$ cat src/rtl/parity_rx4_pkg.sv
// Shared definitions for the serial parity receiver/transmitter pair:
// FSM encoding, line levels and frame length.
package parity_pkg;

  localparam logic [1:0] ST_IDLE   = 2'd0;
  localparam logic [1:0] ST_DATA   = 2'd1;
  localparam logic [1:0] ST_PARITY = 2'd2;
  localparam logic [1:0] ST_STOP   = 2'd3;

  localparam logic START_LVL = 1'b0;
  localparam logic STOP_LVL  = 1'b1;
  localparam logic IDLE_LVL  = 1'b1;

  localparam int unsigned DEF_DATA_W = 4;

  // Start + data + parity + stop.
  function automatic int unsigned frame_len(input int unsigned data_w);
    return data_w + 3;
  endfunction

  localparam int unsigned DEF_FRAME_LEN = DEF_DATA_W + 3;

endpackage

$ cat src/rtl/parity_rx4_if.sv
// Receiver-side bus: sample strobe and serial line in, received word and status out.
interface parity_rx4_if #(
  parameter int unsigned DATA_W = 4
);
  logic              bit_en;
  logic              sin;
  logic [DATA_W-1:0] rx_data;
  logic              rx_valid;
  logic              parity_err;
  logic              frame_err;
  logic              busy;

  modport master (
    output bit_en, sin,
    input  rx_data, rx_valid, parity_err, frame_err, busy
  );

  modport slave (
    input  bit_en, sin,
    output rx_data, rx_valid, parity_err, frame_err, busy
  );
endinterface

$ cat src/rtl/parity_rx4_calc.sv
// Combinational parity check: high when data plus parity bit disagree with the
// selected (even/odd) parity sense.
module parity_calc #(
  parameter int unsigned DATA_W     = 4,
  parameter int unsigned PARITY_ODD = 0
) (
  input  logic [DATA_W-1:0] data,
  input  logic              par,
  output logic              mismatch_c
);

  assign mismatch_c = (^data) ^ par ^ 1'(PARITY_ODD);

endmodule

$ cat src/rtl/parity_rx4.sv
// Serial frame receiver: start bit, DATA_W data bits LSB first, parity, stop.
// Delivers every completed frame with parity/framing status flags.
module parity_rx4
  import parity_pkg::*;
#(
  parameter int unsigned DATA_W     = 4,
  parameter int unsigned PARITY_ODD = 0
) (
  input  logic         clk,
  input  logic         rstn,
  parity_rx4_if.slave  bus
);

  localparam int unsigned CNT_W = $clog2(DATA_W + 1);

  logic [1:0]        state_q, state_d;
  logic [DATA_W-1:0] shift_q, shift_d;
  logic [CNT_W-1:0]  cnt_q, cnt_d;
  logic              par_q, par_d;
  logic [DATA_W-1:0] rx_data_q, rx_data_d;
  logic              rx_valid_q, rx_valid_d;
  logic              parity_err_q, parity_err_d;
  logic              frame_err_q, frame_err_d;
  logic              busy_q, busy_d;
  logic              mismatch_c;

  parity_calc #(
    .DATA_W     (DATA_W),
    .PARITY_ODD (PARITY_ODD)
  ) u_calc (
    .data       (shift_q),
    .par        (par_q),
    .mismatch_c (mismatch_c)
  );

  // Next-state, shift and status update; nothing moves without bit_en.
  always_comb begin
    state_d      = state_q;
    shift_d      = shift_q;
    cnt_d        = cnt_q;
    par_d        = par_q;
    rx_data_d    = rx_data_q;
    parity_err_d = parity_err_q;
    frame_err_d  = frame_err_q;
    rx_valid_d   = 1'b0;

    if (bus.bit_en) begin
      case (state_q)
        ST_IDLE: begin
          if (bus.sin == START_LVL) begin
            state_d = ST_DATA;
            cnt_d   = '0;
          end
        end
        ST_DATA: begin
          // Right shift so the first (LSB) bit ends up in shift[0].
          shift_d = (shift_q >> 1) | (DATA_W'(bus.sin) << (DATA_W - 1));
          cnt_d   = cnt_q + CNT_W'(1);
          if (cnt_q == CNT_W'(DATA_W - 1)) begin
            state_d = ST_PARITY;
          end
        end
        ST_PARITY: begin
          par_d   = bus.sin;
          state_d = ST_STOP;
        end
        ST_STOP: begin
          rx_data_d    = shift_q;
          parity_err_d = mismatch_c;
          frame_err_d  = (bus.sin != STOP_LVL);
          rx_valid_d   = 1'b1;
          state_d      = ST_IDLE;
        end
        default: state_d = ST_IDLE;
      endcase
    end

    busy_d = (state_d != ST_IDLE);
  end

  always_ff @(posedge clk or negedge rstn) begin
    if (!rstn) begin
      state_q      <= ST_IDLE;
      shift_q      <= '0;
      cnt_q        <= '0;
      par_q        <= 1'b0;
      rx_data_q    <= '0;
      rx_valid_q   <= 1'b0;
      parity_err_q <= 1'b0;
      frame_err_q  <= 1'b0;
      busy_q       <= 1'b0;
    end else begin
      state_q      <= state_d;
      shift_q      <= shift_d;
      cnt_q        <= cnt_d;
      par_q        <= par_d;
      rx_data_q    <= rx_data_d;
      rx_valid_q   <= rx_valid_d;
      parity_err_q <= parity_err_d;
      frame_err_q  <= frame_err_d;
      busy_q       <= busy_d;
    end
  end

  assign bus.rx_data    = rx_data_q;
  assign bus.rx_valid   = rx_valid_q;
  assign bus.parity_err = parity_err_q;
  assign bus.frame_err  = frame_err_q;
  assign bus.busy       = busy_q;

endmodule

$ cat src/flat_wrapper.sv
// flat-port wrapper written by rule: the top's interface ports become plain ports
module parity_rx4_flat import parity_pkg::*;
#(
  parameter int unsigned DATA_W     = 4,
  parameter int unsigned PARITY_ODD = 0
)
  (clk, rstn, bus_bit_en, bus_sin, bus_rx_data, bus_rx_valid, bus_parity_err, bus_frame_err, bus_busy);
  parity_rx4_if #(.DATA_W(DATA_W)) bus_i ();
  input  logic clk;
  input  logic rstn;
  input wire logic [$bits(bus_i.bit_en)-1:0] bus_bit_en;
  input wire logic [$bits(bus_i.sin)-1:0] bus_sin;
  output wire logic [$bits(bus_i.rx_data)-1:0] bus_rx_data;
  output wire logic [$bits(bus_i.rx_valid)-1:0] bus_rx_valid;
  output wire logic [$bits(bus_i.parity_err)-1:0] bus_parity_err;
  output wire logic [$bits(bus_i.frame_err)-1:0] bus_frame_err;
  output wire logic [$bits(bus_i.busy)-1:0] bus_busy;
  assign bus_i.bit_en = bus_bit_en;
  assign bus_i.sin = bus_sin;
  assign bus_rx_data = bus_i.rx_data;
  assign bus_rx_valid = bus_i.rx_valid;
  assign bus_parity_err = bus_i.parity_err;
  assign bus_frame_err = bus_i.frame_err;
  assign bus_busy = bus_i.busy;
  parity_rx4 #(.DATA_W(DATA_W), .PARITY_ODD(PARITY_ODD)) u_core (.clk(clk), .rstn(rstn), .bus(bus_i));
endmodule
$ cat config.mk
export PLATFORM = sky130hd
export DESIGN_NAME = parity_rx4_flat
export DESIGN_NICKNAME = d
export VERILOG_FILES = /design/src/rtl/parity_rx4_pkg.sv /design/src/rtl/parity_rx4_if.sv /design/src/rtl/parity_rx4_calc.sv /design/src/rtl/parity_rx4.sv /design/src/flat_wrapper.sv
export SDC_FILE = /design/constraint.sdc
export NUM_CORES = 1
export LEC_CHECK = 0
export ABC_AREA = 1
export CAP_MARGIN = 25
export CORE_MARGIN = 1.5
export CORE_UTILIZATION = 46
export CTS_CLUSTER_DIAMETER = 100
export DETAILED_ROUTE_END_ITERATION = 8
export GPL_TIMING_DRIVEN = 0
export HOLD_SLACK_MARGIN = 0.12
export PLACE_DENSITY = 0.72
export SLEW_MARGIN = 25
export SYNTH_ARGS = -nofsm -noshare
export SYNTH_HDL_FRONTEND = slang
export SYNTH_SLANG_ARGS = --single-unit
$ cat constraint.sdc
create_clock -name clk -period 1.37 [get_ports clk]
set_clock_uncertainty 0.2 [all_clocks]
set_input_delay 0.137 -clock clk [delete_from_list [all_inputs] [get_ports clk]]
set_output_delay 0.137 -clock clk [all_outputs]
set_load 0.005 [all_outputs]
## Word-level counts from Yosys, hierarchy flattened

Cells that the tools add are included.

- Add/subtract/negate cells: 1
- Multiplexer cells: 8
- Bitwise logic cells: 3
- Reduce and logical (&&, ||, !) cells: 8
- Equality and inequality tests: 5

Operator list:

| kind | count |
|---|---|
| $pmux 2 s4 | 1 |
| $mux 2 | 3 |
| $pmux 3 s2 | 1 |
| $reduce_and 2->1 | 3 |
| $eq 2x2->1 const B | 2 |
| $or 3x4->4 | 1 |
| $reduce_bool 2->1 | 2 |
| $reduce_xor 4->1 | 1 |
| $add 3x1->3 const B | 1 |
| $eq 3x2->1 const B | 1 |
| $mux 3 | 1 |
| $reduce_and 3->1 | 1 |
| $eq 2x1->1 const B | 1 |
| $logic_not 2->1 | 1 |
| $mux 1 | 2 |
| $ne 2x2->1 const B | 1 |
| $not 1->1 | 1 |
| $xor 1x1->1 | 1 |

- Logic and storage cells: 34
- Output and inout port bits: 8
- Register bits after elaboration: 18

## Logic depth before layout (Yosys ltp)

- Word-level depth: 5
- Depth in mapped cells: 7
- Mapped depth without buffers: 7

## Hierarchy

A second synthesis with hierarchy kept.

- Cell total of the unflattened synthesis: 92
- Area total of the unflattened synthesis: 835.8 um^2

Modules (own cells, without submodules):

| module | seq. area each (um^2) | times used | area each (um^2) | cells each |
|---|---|---|---|---|
| parity_rx4 | 450.4 | 1 | 770.7 | 78 |
| parity_calc | 0.0 | 1 | 65.1 | 14 |

## Least setup slack after synthesis

No wires, ideal clock.

- Path kind: register to register
- From: register u_core.cnt_q[0]
- To: register u_core.busy_q (netlist: u_core.bus.busy)
- Arrival time: 1.137 ns
- Clock period less this slack: 1.406 ns
- Library setup time: 0.069 ns
- Cell stages (with the launch flop): 6
- Required time: 1.101 ns
- Setup slack: -0.036 ns
- Cells stage by stage: dfrtp_1 -> ha_1 -> ha_1 -> o21ai_0 -> o211ai_1 -> nand3b_4

- Cells in the longest elaborated chain, start to end: 5

Ends and longest elaborated chain:

| item | RTL line | source |
|---|---|---|
| start: declaration | parity_rx4.sv:18 | `logic [CNT_W-1:0] cnt_q, cnt_d;` |
| start signal: assignment | parity_rx4.sv:95 | `cnt_q <= cnt_d;` |
| $eq 3x2->1 | parity_rx4.sv:59 | `if (cnt_q == CNT_W'(DATA_W - 1)) begin` |
| $mux 2 | parity_rx4.sv:59 |  |
| $pmux 2 s4 | parity_rx4.sv:48 | `case (state_q)` |
| $mux 2 | parity_rx4.sv:47 | `if (bus.bit_en) begin` |
| $reduce_bool 2->1 | parity_rx4.sv:78 | `busy_d = (state_d != ST_IDLE);` |
| via u_core.busy_d | parity_rx4.sv:24 | `logic busy_q, busy_d;` |
| end signal: assignment | parity_rx4.sv:101 | `busy_q <= busy_d;` |
| end: declaration | parity_rx4.sv:24 |  |

The timed path passes the listed nets, and every way through them passes these cells.
A chain may end at the register's enable or synchronous reset.

## Final worst setup path

Ends and elaborated chain as after synthesis.

==> summary.md <==
The number of antenna violations at the first check in global routing was 0. The tools report the buffer type at the clock tree root as sky130_fd_sc_hd__clkbuf_4. Relative to the synthesized area, the layout overhead comes to 24.5%. In this run the static leakage power is 0.529 nW. The number of nets handed over by synthesis was 94. The total overflow left after global routing is 0. Clock-pin slew was measured on the worst setup and hold paths at 0.10 ns. Combinational logic is responsible for 43.4% of the overall power. The top cell type by area accounts for 52.8% of the synthesized area. The ratio of total power to cell area was 2050 mW/mm².

The average via count per standard cell came out at 4.79. The distinct cell type count of the synthesized netlist is 18. The number of antenna diodes in the final layout is 0. Summed over all instances, the cell type with the most area after synthesis is sky130_fd_sc_hd__dfrtp_1. Clock latency on the worst-skew pair, taken at its later pin, is 0.28 ns.

In this run the count of I/O pins placed on the die edge is 12. For this design the total switching power over the nets is 814 µW. The number of max-slew violations in the final report is 0. The number of enable flip-flop cells after synthesis was 0. In the synthesized netlist the dominant register cell turns out to be sky130_fd_sc_hd__dfrtp_1. At the end of the flow, the number of nets in the layout was 113. The post-route netlist has 29.2% of its cells at a drive strength greater than 1.

Setup violations remaining at the end of the flow were counted as 2. The count of nets left with antenna violations once routing finished came out at 0. For this design, the CTS-stage hold fixing added 0 buffers. By area the synthesized netlist is led by sky130_fd_sc_hd__dfrtp_1, sky130_fd_sc_hd__nand2_1, sky130_fd_sc_hd__o21ai_2, sky130_fd_sc_hd__nand3_1, sky130_fd_sc_hd__inv_1.

Setup repair after global routing could not meet its margin everywhere. Proportion of register bits with asynchronous set or reset after synthesis: 100%. The overall global routing resource usage was 15.2%; the starting density of the core was 49.4%.

The tools report the count of fill cells added during filler insertion as 162. The flow ran to the end, but the final reports show violations. The worst setup path is launched from a flip-flop.

From left edge to right edge, the die measures 46.1 µm. After floorplanning, the core was divided into 15 placement rows. The logs give -0.0414 ns for the least setup slack across all paths after layout and 853 µm² for the summed instance area of the synthesized netlist. The yosys synthesis warning count was 0. In this run the worst path has a maximum fanout of 2. The clock share of power came out at 14.5%. For the finished layout, the period the worst path requires is 1.41 ns. The largest net degree at the start of global routing came out at 19.

At the end of routability-driven placement, the weighted congestion stood at 0.731. The total placed cells including tap cells came out at 124. Path class of the lowest-slack min-delay path: in -> async.

The final layout contains routed wiring with a total length of 1410 µm. Dividing the detail-routed wire length by the instance count gives 10.8 µm. STA classifies the critical path endpoint as a flip-flop.

Net switching is 37.3% of the power. The fraction of the cycle the final worst path needs is 103%. For the worst endpoint data arrival time, the log shows 1.44 ns.

Port buffering added 11 buffers. The first global-routing pass estimated 2280 µm of wire. The design draws 2.18 mW. No sink is reached through more buffers than the 2 on the longest clock path.

For the number of sinks on the clock net, the log shows 18. The logs give 0 for the hold violation count in the final report and 1.40 ns for the endpoint required time on the critical path. The run gives 48.2% as the headroom to the max-slew limit.

Timing would allow up to 0.708 GHz. The run gives 52.8% as the part of the Yosys area used for sequential elements. The flip-flop and latch count after synthesis was 18. The total via count after detailed routing is 628, and the total die area is 0.00212 mm². Counting the buffers created by CTS gives 3. The run gives 1030 µm as the detailed placement HPWL. TritonCTS built the clock tree.

Level count of the clock H-tree: 1. The core region is 0.00173 mm². The checks that failed: negative setup slack.

Synthesis produced a netlist whose cell count is 88. For this run, the detailed router's first-pass iteration total came to 4. The tools report the DRC marker count from the first detailed-route iteration as 11. Across the run, the number of max-cap violations was 0. In the routed design, unresolved DRC markers number 0. The die is 46.1 µm tall. The internal power component came out at 1.37 mW.

The tools report the number of global-route vias before repair as 537. The portion of total power attributed to sequential cells was 42.0%; the transition at the pin with the smallest max-transition slack was 0.775 ns. The worst-case IR drop observed on VDD is 1.02 mV. The critical path in this run is classified as reg -> reg.

The post-synthesis area per instance was 9.70 µm². The number of standard cells in the final layout excluding fillers came out at 131.
==> cell usage after synthesis, types with 2 or more instances <==
cell type and n:
sky130_fd_sc_hd__o21ai_2 11, sky130_fd_sc_hd__inv_1 8, sky130_fd_sc_hd__nand2_1 27, sky130_fd_sc_hd__nand3_1 9, sky130_fd_sc_hd__ha_1 2, sky130_fd_sc_hd__o21ai_0 2
sky130_fd_sc_hd__dfrtp_1 18
==> power groups by stage <==
stage	combinational [mW]	clock, mW	sequential (mW)
floorplan	0.629	0	0.912
global placement	0.901	0	0.918
detailed placement	0.935	0	0.929
CTS	0.941	0.335	0.910
global route	1.08	0.359	0.941
finish	0.947	0.317	0.917
==> routing by layer <==
layer  track usage, %  wire length (µm)
met1             20.7               692
met2             22.8               661
met3             3.53                47
met4             6.86                12
met5                0                 0
==> cells by family after synthesis <==
family          Yosys count  synth area share, %
compound gates           15                 14.4
xor+xnor                  2                 2.05
simple gates             40                 22.3
buf+inv                  11                 5.57
flops                    18                 52.8
fa+ha+maj                 2                 2.93
==> flip-flops by register name, summed over array words and instances, names as in the netlist <==
register and count:
u_core.cnt_q 3, u_core.shift_q 4, u_core.bus.busy 1, u_core.par_q 1, u_core.state_q 2, u_core.bus.rx_valid 1
u_core.bus.frame_err 1, u_core.bus.rx_data 4, u_core.bus.parity_err 1
==> stage by stage <==
step | worst slack, ns | utilization (%) | setup TNS (ns) | area, µm² | hold slack (ns)
3_3_place_gp | -0.162 | 57.8 | -2.00 | 997 | 0.256
2_1_floorplan | 0.00974 | - | 0 | 856 | -0.359
3_5_place_dp | -0.173 | 57.8 | -2.12 | 997 | 0.258
6_report | -0.0414 | 61.5 | -0.0653 | 1060 | 0.0947
5_1_grt | -0.103 | 61.5 | -0.184 | 1060 | 0.150
4_1_cts | -0.0449 | 61.1 | -0.0707 | 1050 | 0.121
==> placed cells by master, fill, tap and decap left out <==
cell | netlist | final
sky130_fd_sc_hd__nand3b_4 | 1 | 1
sky130_fd_sc_hd__inv_4 | 1 | 1
sky130_fd_sc_hd__a21oi_2 | 1 | 1
sky130_fd_sc_hd__ha_2 | 0 | 1
sky130_fd_sc_hd__clkbuf_8 | 0 | 1
sky130_fd_sc_hd__dfrtp_1 | 18 | 18
sky130_fd_sc_hd__xnor2_1 | 1 | 1
sky130_fd_sc_hd__o21ai_0 | 2 | 1
sky130_fd_sc_hd__nor2_4 | 1 | 1
sky130_fd_sc_hd__xor2_1 | 1 | 1
sky130_fd_sc_hd__clkdlybuf4s50_1 | 0 | 3
sky130_fd_sc_hd__o211ai_1 | 1 | 1
sky130_fd_sc_hd__o21ai_2 | 11 | 12
sky130_fd_sc_hd__nand2_2 | 1 | 1
sky130_fd_sc_hd__clkbuf_4 | 0 | 3
sky130_fd_sc_hd__or2_2 | 1 | 1
sky130_fd_sc_hd__inv_2 | 1 | 3
sky130_fd_sc_hd__inv_1 | 8 | 6
sky130_fd_sc_hd__nand3_1 | 9 | 9
sky130_fd_sc_hd__ha_4 | 0 | 1
sky130_fd_sc_hd__nand2_1 | 27 | 27
sky130_fd_sc_hd__buf_4 | 1 | 4
sky130_fd_sc_hd__dlygate4sd2_1 | 0 | 8
==> repair_timing <==
item	4_1_cts	5_1_grt
gates resized for setup	11	2
buffers inserted	2	1
pin swaps	3	0
endpoints found under the setup margin	10	4
==> final timing paths <==
kind / start / endpoint / slack [ns] / cells past startpoint
max: u_core.cnt_q[0] / u_core.bus.busy / -0.04 / 5
min: rstn / u_core.bus.busy / 0.09 / 1
max reg2reg: u_core.cnt_q[0] / u_core.bus.busy / -0.04 / 5
min reg2reg: u_core.bus.rx_data[3] / u_core.bus.rx_data[3] / 0.28 / 2
max in group asynchronous: rstn / u_core.shift_q[2] / 0.39 / 1
min in group clk: u_core.bus.rx_data[3] / u_core.bus.rx_data[3] / 0.28 / 2
==> layout make-up <==
class / count / area (µm²) / share of cell area (%)
Timing Repair Buffer: 14 / 123 / 11.5
Sequential cell: 18 / 450 / 42.4
Inverter: 10 / 40.0 / 3.77
Multi-Input combinational cell: 59 / 374 / 35.2
Clock buffer: 4 / 36.3 / 3.42
Buffer: 1 / 7.51 / 0.707
Tap cell: 25 / 31.3 / 2.94
==> worst max-delay path: stages, from the launching register on <==
cell and delay (ns):
sky130_fd_sc_hd__dfrtp_1 0.40, sky130_fd_sc_hd__ha_2 0.21, sky130_fd_sc_hd__ha_4 0.16, sky130_fd_sc_hd__o21ai_2 0.12
sky130_fd_sc_hd__o211ai_1 0.16, sky130_fd_sc_hd__nand3b_4 0.11
No activity file was read; power rests on OpenSTA's default activity.
